### src/rtl/pdp_fetch_decode.sv
`default_nettype none
// ============================================================================
// Module   : pdp_fetch_decode
// Function : PDP-8 fetch/decode stage with one level of indirect addressing;
//            define PDP_AUTOINC_EN to enable auto-index write-back (0010-0017).
// Revision : 1.0
// ============================================================================

package pdp_fetch_decode_pkg;

  typedef struct packed {
    logic        AND;
    logic        TAD;
    logic        ISZ;
    logic        DCA;
    logic        JMS;
    logic        JMP;
    logic [11:0] mem_inst_addr;
  } pdp_mem_opcode_s;

  typedef struct packed {
    logic NOP;
    logic IAC;
    logic RAL;
    logic RTL;
    logic RAR;
    logic RTR;
    logic CML;
    logic CMA;
    logic CIA;
    logic CLL;
    logic CLA1;
    logic CLA_CLL;
    logic HLT;
    logic OSR;
    logic SKP;
    logic SNL;
    logic SZL;
    logic SZA;
    logic SNA;
    logic SMA;
    logic SPA;
    logic CLA2;
  } pdp_op7_opcode_s;

endpackage

module pdp_fetch_decode
  import pdp_fetch_decode_pkg::*;
#(
  parameter logic [11:0] START_ADDR = 12'o0200
) (
  input  logic            clk,
  input  logic            reset,
  output logic [11:0]     base_addr,
  output pdp_mem_opcode_s pdp_mem_opcode,
  output pdp_op7_opcode_s pdp_op7_opcode,
  input  logic            stall,
  input  logic [11:0]     PC_value,
  output logic            ifu_rd_req,
  output logic [11:0]     ifu_rd_addr,
  input  logic [11:0]     ifu_rd_data,
`ifdef PDP_AUTOINC_EN
  output logic            ifu_wr_req,
  output logic [11:0]     ifu_wr_addr,
  output logic [11:0]     ifu_wr_data,
`endif
  output logic            halted
);

  typedef enum logic [3:0] {
    S_FETCH_REQ  = 4'd0,
    S_FETCH_WAIT = 4'd1,
    S_DECODE     = 4'd2,
    S_IND_REQ    = 4'd3,
    S_IND_WAIT   = 4'd4,
    S_AUTOINC_WR = 4'd5,
    S_ISSUE      = 4'd6,
    S_WAIT_STALL = 4'd7,
    S_RETIRE     = 4'd8,
    S_HALTED     = 4'd9
  } state_t;

  state_t          r_state;
  logic [11:0]     r_pc;
  logic [11:0]     r_ir;
  logic [11:0]     r_ea;
  logic            r_rd_req;
  logic            r_rd_vld;
  logic [11:0]     r_rd_addr;
  logic            r_seen_stall;
  logic            r_wait_cnt;
  logic            r_halted;
  pdp_mem_opcode_s r_mem_op;
  pdp_op7_opcode_s r_op7;

  logic [2:0]      w_op;
  logic            w_ind;
  logic [11:0]     w_ea;

  assign w_op  = r_ir[11:9];
  assign w_ind = r_ir[8];
  assign w_ea  = r_ir[7] ? {r_pc[11:7], r_ir[6:0]} : {5'b0, r_ir[6:0]};

  assign base_addr      = START_ADDR;
  assign pdp_mem_opcode = r_mem_op;
  assign pdp_op7_opcode = r_op7;
  assign ifu_rd_req     = r_rd_req;
  assign ifu_rd_addr    = r_rd_addr;
  assign halted         = r_halted;

`ifdef PDP_AUTOINC_EN
  logic        r_wr_req;
  logic [11:0] r_wr_addr;
  logic [11:0] r_wr_data;

  assign ifu_wr_req  = r_wr_req;
  assign ifu_wr_addr = r_wr_addr;
  assign ifu_wr_data = r_wr_data;
`endif

  // IOT (op 6) and operate (op 7) carry no memory flag and no address.
  function automatic pdp_mem_opcode_s mem_decode(input logic [2:0] op, input logic [11:0] addr);
    pdp_mem_opcode_s d;
    d = '0;
    case (op)
      3'd0:    d.AND = 1'b1;
      3'd1:    d.TAD = 1'b1;
      3'd2:    d.ISZ = 1'b1;
      3'd3:    d.DCA = 1'b1;
      3'd4:    d.JMS = 1'b1;
      3'd5:    d.JMP = 1'b1;
      default: ;
    endcase
    if (op < 3'd6) d.mem_inst_addr = addr;
    return d;
  endfunction

  function automatic pdp_op7_opcode_s op7_decode(input logic [11:0] ir);
    pdp_op7_opcode_s d;
    d = '0;
    case (ir)
      12'o7000: d.NOP     = 1'b1;
      12'o7001: d.IAC     = 1'b1;
      12'o7004: d.RAL     = 1'b1;
      12'o7006: d.RTL     = 1'b1;
      12'o7010: d.RAR     = 1'b1;
      12'o7012: d.RTR     = 1'b1;
      12'o7020: d.CML     = 1'b1;
      12'o7040: d.CMA     = 1'b1;
      12'o7041: d.CIA     = 1'b1;
      12'o7100: d.CLL     = 1'b1;
      12'o7200: d.CLA1    = 1'b1;
      12'o7300: d.CLA_CLL = 1'b1;
      12'o7402: d.HLT     = 1'b1;
      12'o7404: d.OSR     = 1'b1;
      12'o7410: d.SKP     = 1'b1;
      12'o7420: d.SNL     = 1'b1;
      12'o7430: d.SZL     = 1'b1;
      12'o7440: d.SZA     = 1'b1;
      12'o7450: d.SNA     = 1'b1;
      12'o7500: d.SMA     = 1'b1;
      12'o7510: d.SPA     = 1'b1;
      12'o7600: d.CLA2    = 1'b1;
      default:  ;
    endcase
    return d;
  endfunction

  always_ff @(posedge clk or posedge reset) begin
    if (reset) begin
      r_state      <= S_FETCH_REQ;
      r_pc         <= START_ADDR;
      r_ir         <= '0;
      r_ea         <= '0;
      r_rd_req     <= 1'b0;
      r_rd_vld     <= 1'b0;
      r_rd_addr    <= '0;
      r_seen_stall <= 1'b0;
      r_wait_cnt   <= 1'b0;
      r_halted     <= 1'b0;
      r_mem_op     <= '0;
      r_op7        <= '0;
`ifdef PDP_AUTOINC_EN
      r_wr_req     <= 1'b0;
      r_wr_addr    <= '0;
      r_wr_data    <= '0;
`endif
    end else begin
      // Requests are single-cycle pulses; r_rd_vld marks the data-return cycle.
      r_rd_req <= 1'b0;
      r_rd_vld <= r_rd_req;
`ifdef PDP_AUTOINC_EN
      r_wr_req <= 1'b0;
`endif
      case (r_state)
        S_FETCH_REQ: begin
          if (!stall) begin
            r_rd_req  <= 1'b1;
            r_rd_addr <= r_pc;
            r_state   <= S_FETCH_WAIT;
          end
        end
        S_FETCH_WAIT: begin
          if (r_rd_vld) begin
            r_ir    <= ifu_rd_data;
            r_state <= S_DECODE;
          end
        end
        S_DECODE: begin
          r_seen_stall <= 1'b0;
          r_wait_cnt   <= 1'b0;
          if (w_op < 3'd6 && w_ind) begin
            r_ea    <= w_ea;
            r_state <= S_IND_REQ;
          end else begin
            r_mem_op <= mem_decode(w_op, w_ea);
            r_op7    <= op7_decode(r_ir);
            r_state  <= S_ISSUE;
          end
        end
        S_IND_REQ: begin
          if (!stall) begin
            r_rd_req  <= 1'b1;
            r_rd_addr <= r_ea;
            r_state   <= S_IND_WAIT;
          end
        end
        S_IND_WAIT: begin
          if (r_rd_vld) begin
`ifdef PDP_AUTOINC_EN
            if (r_ea[11:3] == 9'o001) begin
              r_wr_req  <= 1'b1;
              r_wr_addr <= r_ea;
              r_wr_data <= ifu_rd_data + 12'd1;
              r_state   <= S_AUTOINC_WR;
            end else begin
              r_mem_op <= mem_decode(w_op, ifu_rd_data);
              r_state  <= S_ISSUE;
            end
`else
            r_mem_op <= mem_decode(w_op, ifu_rd_data);
            r_state  <= S_ISSUE;
`endif
          end
        end
`ifdef PDP_AUTOINC_EN
        S_AUTOINC_WR: begin
          r_mem_op <= mem_decode(w_op, r_wr_data);
          r_state  <= S_ISSUE;
        end
`endif
        S_ISSUE: begin
          if (r_op7.HLT) begin
            r_halted <= 1'b1;
            r_state  <= S_HALTED;
          end else begin
            if (stall) r_seen_stall <= 1'b1;
            r_state <= S_WAIT_STALL;
          end
        end
        S_WAIT_STALL: begin
          // Retire on stall falling, or after two idle cycles (EXEC never stalled).
          if (stall) begin
            r_seen_stall <= 1'b1;
          end else if (r_seen_stall || r_wait_cnt) begin
            r_mem_op <= '0;
            r_op7    <= '0;
            r_state  <= S_RETIRE;
          end else begin
            r_wait_cnt <= 1'b1;
          end
        end
        S_RETIRE: begin
          r_pc     <= PC_value;
          r_mem_op <= '0;
          r_op7    <= '0;
          r_state  <= S_FETCH_REQ;
        end
        S_HALTED: r_state <= S_HALTED;
        default:  r_state <= S_FETCH_REQ;
      endcase
    end
  end

endmodule

`default_nettype wire
### config.mk
export PLATFORM = sky130hd
export DESIGN_NAME = pdp_fetch_decode
export DESIGN_NICKNAME = d
export VERILOG_FILES = /design/src/rtl/pdp_fetch_decode.sv
export SDC_FILE = /design/constraint.sdc
export NUM_CORES = 1
export LEC_CHECK = 0
export ABC_AREA = 1
export CORE_UTILIZATION = 52
export CTS_CLUSTER_SIZE = 20
export DETAILED_ROUTE_END_ITERATION = 12
export PLACE_DENSITY_LB_ADDON = 0.25
export SETUP_SLACK_MARGIN = 0.05
export SLEW_MARGIN = 20
export SYNTH_ARGS = -nofsm -noshare
export SYNTH_HDL_FRONTEND = slang
export SYNTH_SLANG_ARGS = --single-unit
### constraint.sdc
create_clock -name clk -period 3.8 [get_ports clk]
set_input_delay 0.76 -clock clk [delete_from_list [all_inputs] [get_ports clk]]
set_output_delay 0.76 -clock clk [all_outputs]
set_load 0.02 [all_outputs]
# Word level (Yosys, flattened, before mapping)
# Cells that the tools add are included.
[classes]
n_lt_le_gt_ge = 1
n_eq_ne = 44
n_mux = 60
n_reduce_logical = 19
[ops]
columns = ["op", "count"]
rows = [
  ["$eq A12 B12 Y1 const B", 22],
  ["$mux W18", 4],
  ["$pmux W18 S4", 1],
  ["$mux W22", 3],
  ["$pmux W22 S3", 1],
  ["$mux W12", 5],
  ["$mux W1", 34],
  ["$pmux W4 S8", 1],
  ["$mux W4", 7],
  ["$pmux W12 S2", 1],
  ["$ne A2 B2 Y1 const B", 9],
  ["$eq A4 B3 Y1 const B", 3],
  ["$eq A4 B2 Y1 const B", 2],
  ["$eq A4 B4 Y1 const B", 2],
  ["$reduce_and A2 Y1", 4],
  ["$eq A3 B2 Y1 const B", 2],
  ["$eq A3 B3 Y1 const B", 2],
  ["$reduce_and A3 Y1", 2],
  ["$reduce_and A6 Y1", 1],
  ["$reduce_bool A3 Y1", 2],
  ["$reduce_and A5 Y1", 1],
  ["$eq A4 B1 Y1 const B", 1],
  ["$logic_not A4 Y1", 1],
  ["$reduce_and A4 Y1", 1],
  ["11 further kinds", 12],
]
[totals]
wordCells = 163
register_bits = 97
inputBits = 27
output_inout_bits = 66

# Longest topological paths before layout
[logic_depth]
word_depth = 4
depth_mapped = 11
depth_no_buf = 9

# Worst setup path after synthesis
# OpenSTA, ideal clock, no wires.
[synth_path]
kind = "input-to-reg"
start = "input port stall"
end = "register r_mem_op, in the netlist pdp_mem_opcode[2]"
n_path_buf = 1
setup_slack_ns = 2.292
arrival_time_ns = 1.391
stages = 7
required_time_ns = 3.683
setup_time_ns = 0.117
cell_sequence = "nand2_1 nand2_2 nor2_8 nand2_8 buf_8 nand2_1 nand2_1"
[synth_via]
elab_chain_cells = 2
[synth_lines]
columns = ["item", "line", "rtl"]
rows = [
  ["from (decl)", "58", "input logic stall,"],
  ["$ne A2 B2 Y1 (no source line)", "--", ""],
  ["$reduce_and A5 Y1 (no source line)", "--", ""],
  ["to (signal assigned)", "217", "r_mem_op <= mem_decode(w_op, w_ea);"],
  ["to (signal assigned)", "242", "r_mem_op <= mem_decode(w_op, ifu_rd_data);"],
  ["to (decl)", "94", "pdp_mem_opcode_s r_mem_op;"],
]
# Every way passes these cells.
# A chain may end at the register's enable or synchronous reset.

# Final worst setup path
[layout_path]
start = "register r_op7, in the netlist pdp_op7_opcode[9]"
end = "output port pdp_op7_opcode[9] (netlist name)"
[layout_rtl]
columns = ["item", "line", "rtl"]
rows = [
  ["from (decl)", "95", "pdp_op7_opcode_s r_op7;"],
  ["from (signal assigned)", "218", "r_op7 <= op7_decode(r_ir);"],
  ["to (decl)", "57", "output pdp_op7_opcode_s pdp_op7_opcode,"],
]
# No word-level cell between the ends.

==> metrics.md <==
| Metric | Value |
|---|---|
| Worst-case clock buffer depth | 2 |
| Postcts setup bufs | 0 |
| FMAX | 462 MHz |
| Fin. Hold Viols | 0 |
| Worst-path clk slew | 90 ps |
| Crit path to | pdp_op7_opcode[9] |
| CP bufs+invs | 1 |
| Leakage power | between 2 and 3 nW |
| Hold crit path type | reg -> reg |
| Worst-path cell chain | clkdlybuf4s50_1 |
| Worst skew pair latency | 360 ps |
| Crit path kind | reg -> out |
| Stages on the worst setup path | 1 |
| Placed insts | 763 |
| CORE AREA | 8810 um2 |
| Routed vias/inst | 5.45 |
| Die W | ~98 um |
| Clock skew | 11.7 ps |
| Crit path max-delay cell type | clkdlybuf4s50_1 |
| CTS H-tree depth | 3 |
| CTS Buf Count | 9 |
| VDD IR max | 0.404 mV |
| Post-Route Setup TNS | 0 ps |
| Overflow after GRT | 0 |
| Drt drc | 7 |
| Finish-stage setup viols | 0 |
| Number of port buffers | 80 |
| Commonest non-fill, non-tap cell in the layout | nand2_1 |
| Starting Density | 54.3% |
| ANT nets after route | 0 |
| Final Non-Filler Cells | 779 |
| Sink Count | 97 |
| Synth Instances | roughly 600 |
| Final Max Slew Viols | 0 |
| Die footprint | 9590 um2 |
| Vias in the first global route | 4,269 |
| Post-layout min period | 2160 ps |
| Post-synth EDFFs | 0 |
| Post-CTS sizing | 0 |
| IO Count | 93 |
| RSZ-0062 raised after global routing | false |
| Ys async rst share | 100% |
| Crit end category | primary output |
| Max cap viols | 0 |
| Fill cell count | 766 |
| Total of warnings raised by yosys | 0 |
| R2r startpoint | r_state[1]$_DFFE_PP0P_ |
| R2R depth | 10 |
| DRT Pass-1 Iters | 9 |
| Crit start category | flip-flop |
| Worst Path Arrival | 1400 ps |
| CTS tree | yes |
| Die Y | between 90 and 100 um |
| Crit path required time | 3040 ps |
| CP delay by family, top | buffers and inverters |
| Cts hold-fix bufs | 0 |
| WL per Instance | around 14 um |
| Rows | 34 |
| Layout Nets | a little under 700 |
| Netlist cell types | 28 |
| Mean Syn Cell Area | ~8 um2 |
| Netlist area before placement | 4790 um2 |
| Worst-Margin Slew | about 1000 ps |
| Clock root cell | clkbuf_8 |
| Area Growth Syn to Fin | 19.7% |
| GRT Overall Usage | roughly 25% |
| CP Max Fanout | 4 |
| Most frequent cells in the layout | nand2_1, dfrtp_1, clkdlybuf4s50_1, nor2_1, nand3_1 |
| Failing checks | DRC |
| Slew HR | 33.0% |
| Antenna violations before repair | 0 |
| Status | finished, violations left |
| Launch point of the worst path | pdp_op7_opcode[9]$_DFFE_PP0P_ |
| First-pass GRT wire length | 19,200 um |
| Worst R2R Setup Slack | 1650 ps |
| RR Endpoint | pdp_op7_opcode[18]$_DFFE_PP0P_ |
| Seq/Total Area, Yosys | 50.7% |
| Total Power | 4.40 mW |
| Top_reg_cell synth | dfrtp_1 |
| Routed WL | 11,200 um |
| HPWL Detailed | approximately 8100 um |
| Via count | around 4,200 |
| 1st-iter DRT viols | 284 |
| Seq cells post-synth | between 90 and 100 |
| Power per cell area | 768 nW/um2 |
| Ratio of cells with drive above 1 in the final layout | about 6.6% |
| Max incr delay on CP | 630 ps |
| ANT cells | 0 |
| Largest net degree at the start of global routing | 58 |
| Final worst path period share | a little under three fifths |
| RD Place Congestion | between 0.9 and 1 |
| Hold WS | between 300 and 400 ps |
==> metrics by stage <==
| step | utilization, % | setup WS, ps | instance area, um2 |
|---|---|---|---|
| after CTS | 65.1 | 1640 | 5730 |
| after global placement | 63.0 | 1380 | 5550 |
| after global routing | 65.1 | 1420 | 5730 |
| after floorplan | - | 508 | 4820 |
| after detailed placement | 63.0 | 1300 | 5550 |
| final | 65.1 | 1640 | 5730 |
==> cells by family after synthesis <==
| logic type | count (synthesis) | share of synthesized area (%) |
|---|---|---|
| AO/OA/AOI/OAI | 74 | 8.37 |
| AND/OR/NAND/NOR | 362 | 33.5 |
| buffers and inverters | 66 | 7.24 |
| flip-flops | 97 | 50.7 |
| other | 2 | 0.157 |
==> state kept, by name, summed over array words and instances (netlist names) <==
| signal | count |
|---|---|
| ifu_rd_req | 1 |
| r_rd_vld | 1 |
| r_ea | 12 |
| r_seen_stall | 1 |
| r_ir | 12 |
| ifu_rd_addr | 12 |
| pdp_op7_opcode | 22 |
| r_state | 4 |
| r_wait_cnt | 1 |
| halted | 1 |
| r_pc | 12 |
| pdp_mem_opcode | 18 |
==> cell usage after synthesis, drive strengths merged, types with 2 or more instances <==
cell type / instances / area, um2
o21a: 12 / 90.1
nor3: 12 / 65.1
clkbuf: 11 / 41.3
buf: 27 / 200
o21ai: 40 / 200
conb: 2 / 7.51
nand4: 22 / 138
a21oi: 22 / 110
nand3: 42 / 210
dfrtp: 96 / 2400
inv: 28 / 105
nor2: 85 / 365
nand2: 199 / 811
==> power by group <==
part	leakage, nW	total [mW]	internal [mW]	switching, mW
Clock	0.0863	0.628	0.277	0.351
Combinational	1.44	2.12	0.737	1.39
Sequential	1.19	1.65	1.39	0.265
==> worst min-delay path by stage <==
stage,from,endpoint,cells past startpoint
global placement,ifu_rd_req$_DFF_PP0_,r_rd_vld$_DFF_PP0_,0
global route,ifu_rd_req$_DFF_PP0_,r_rd_vld$_DFF_PP0_,0
CTS,ifu_rd_req$_DFF_PP0_,r_rd_vld$_DFF_PP0_,0
floorplan,r_pc[0]$_DFFE_PP0N_,r_pc[0]$_DFFE_PP0N_,2
finish,ifu_rd_req$_DFF_PP0_,r_rd_vld$_DFF_PP0_,0
detailed placement,ifu_rd_req$_DFF_PP0_,r_rd_vld$_DFF_PP0_,0
==> layout make-up <==
cell class / instances / area [um2] / area share, %
Sequential cell: 97 / 2430 / 42.4
Multi-Input combinational cell: 448 / 2050 / 35.8
Timing Repair Buffer: 82 / 828 / 14.5
Clock buffer: 13 / 159 / 2.77
Tap cell: 108 / 135 / 2.36
Inverter: 28 / 106 / 1.86
Clock inverter: 3 / 23.8 / 0.415
==> per-layer routing <==
layer / wire length, um / global-route usage [%]
met3: 490 / 4.08
met4: 276 / 10.7
met5: 0 / 0
met1: 5060 / 32.3
met2: 5390 / 41.0
Note: power is estimated with default switching activity, not from simulation.
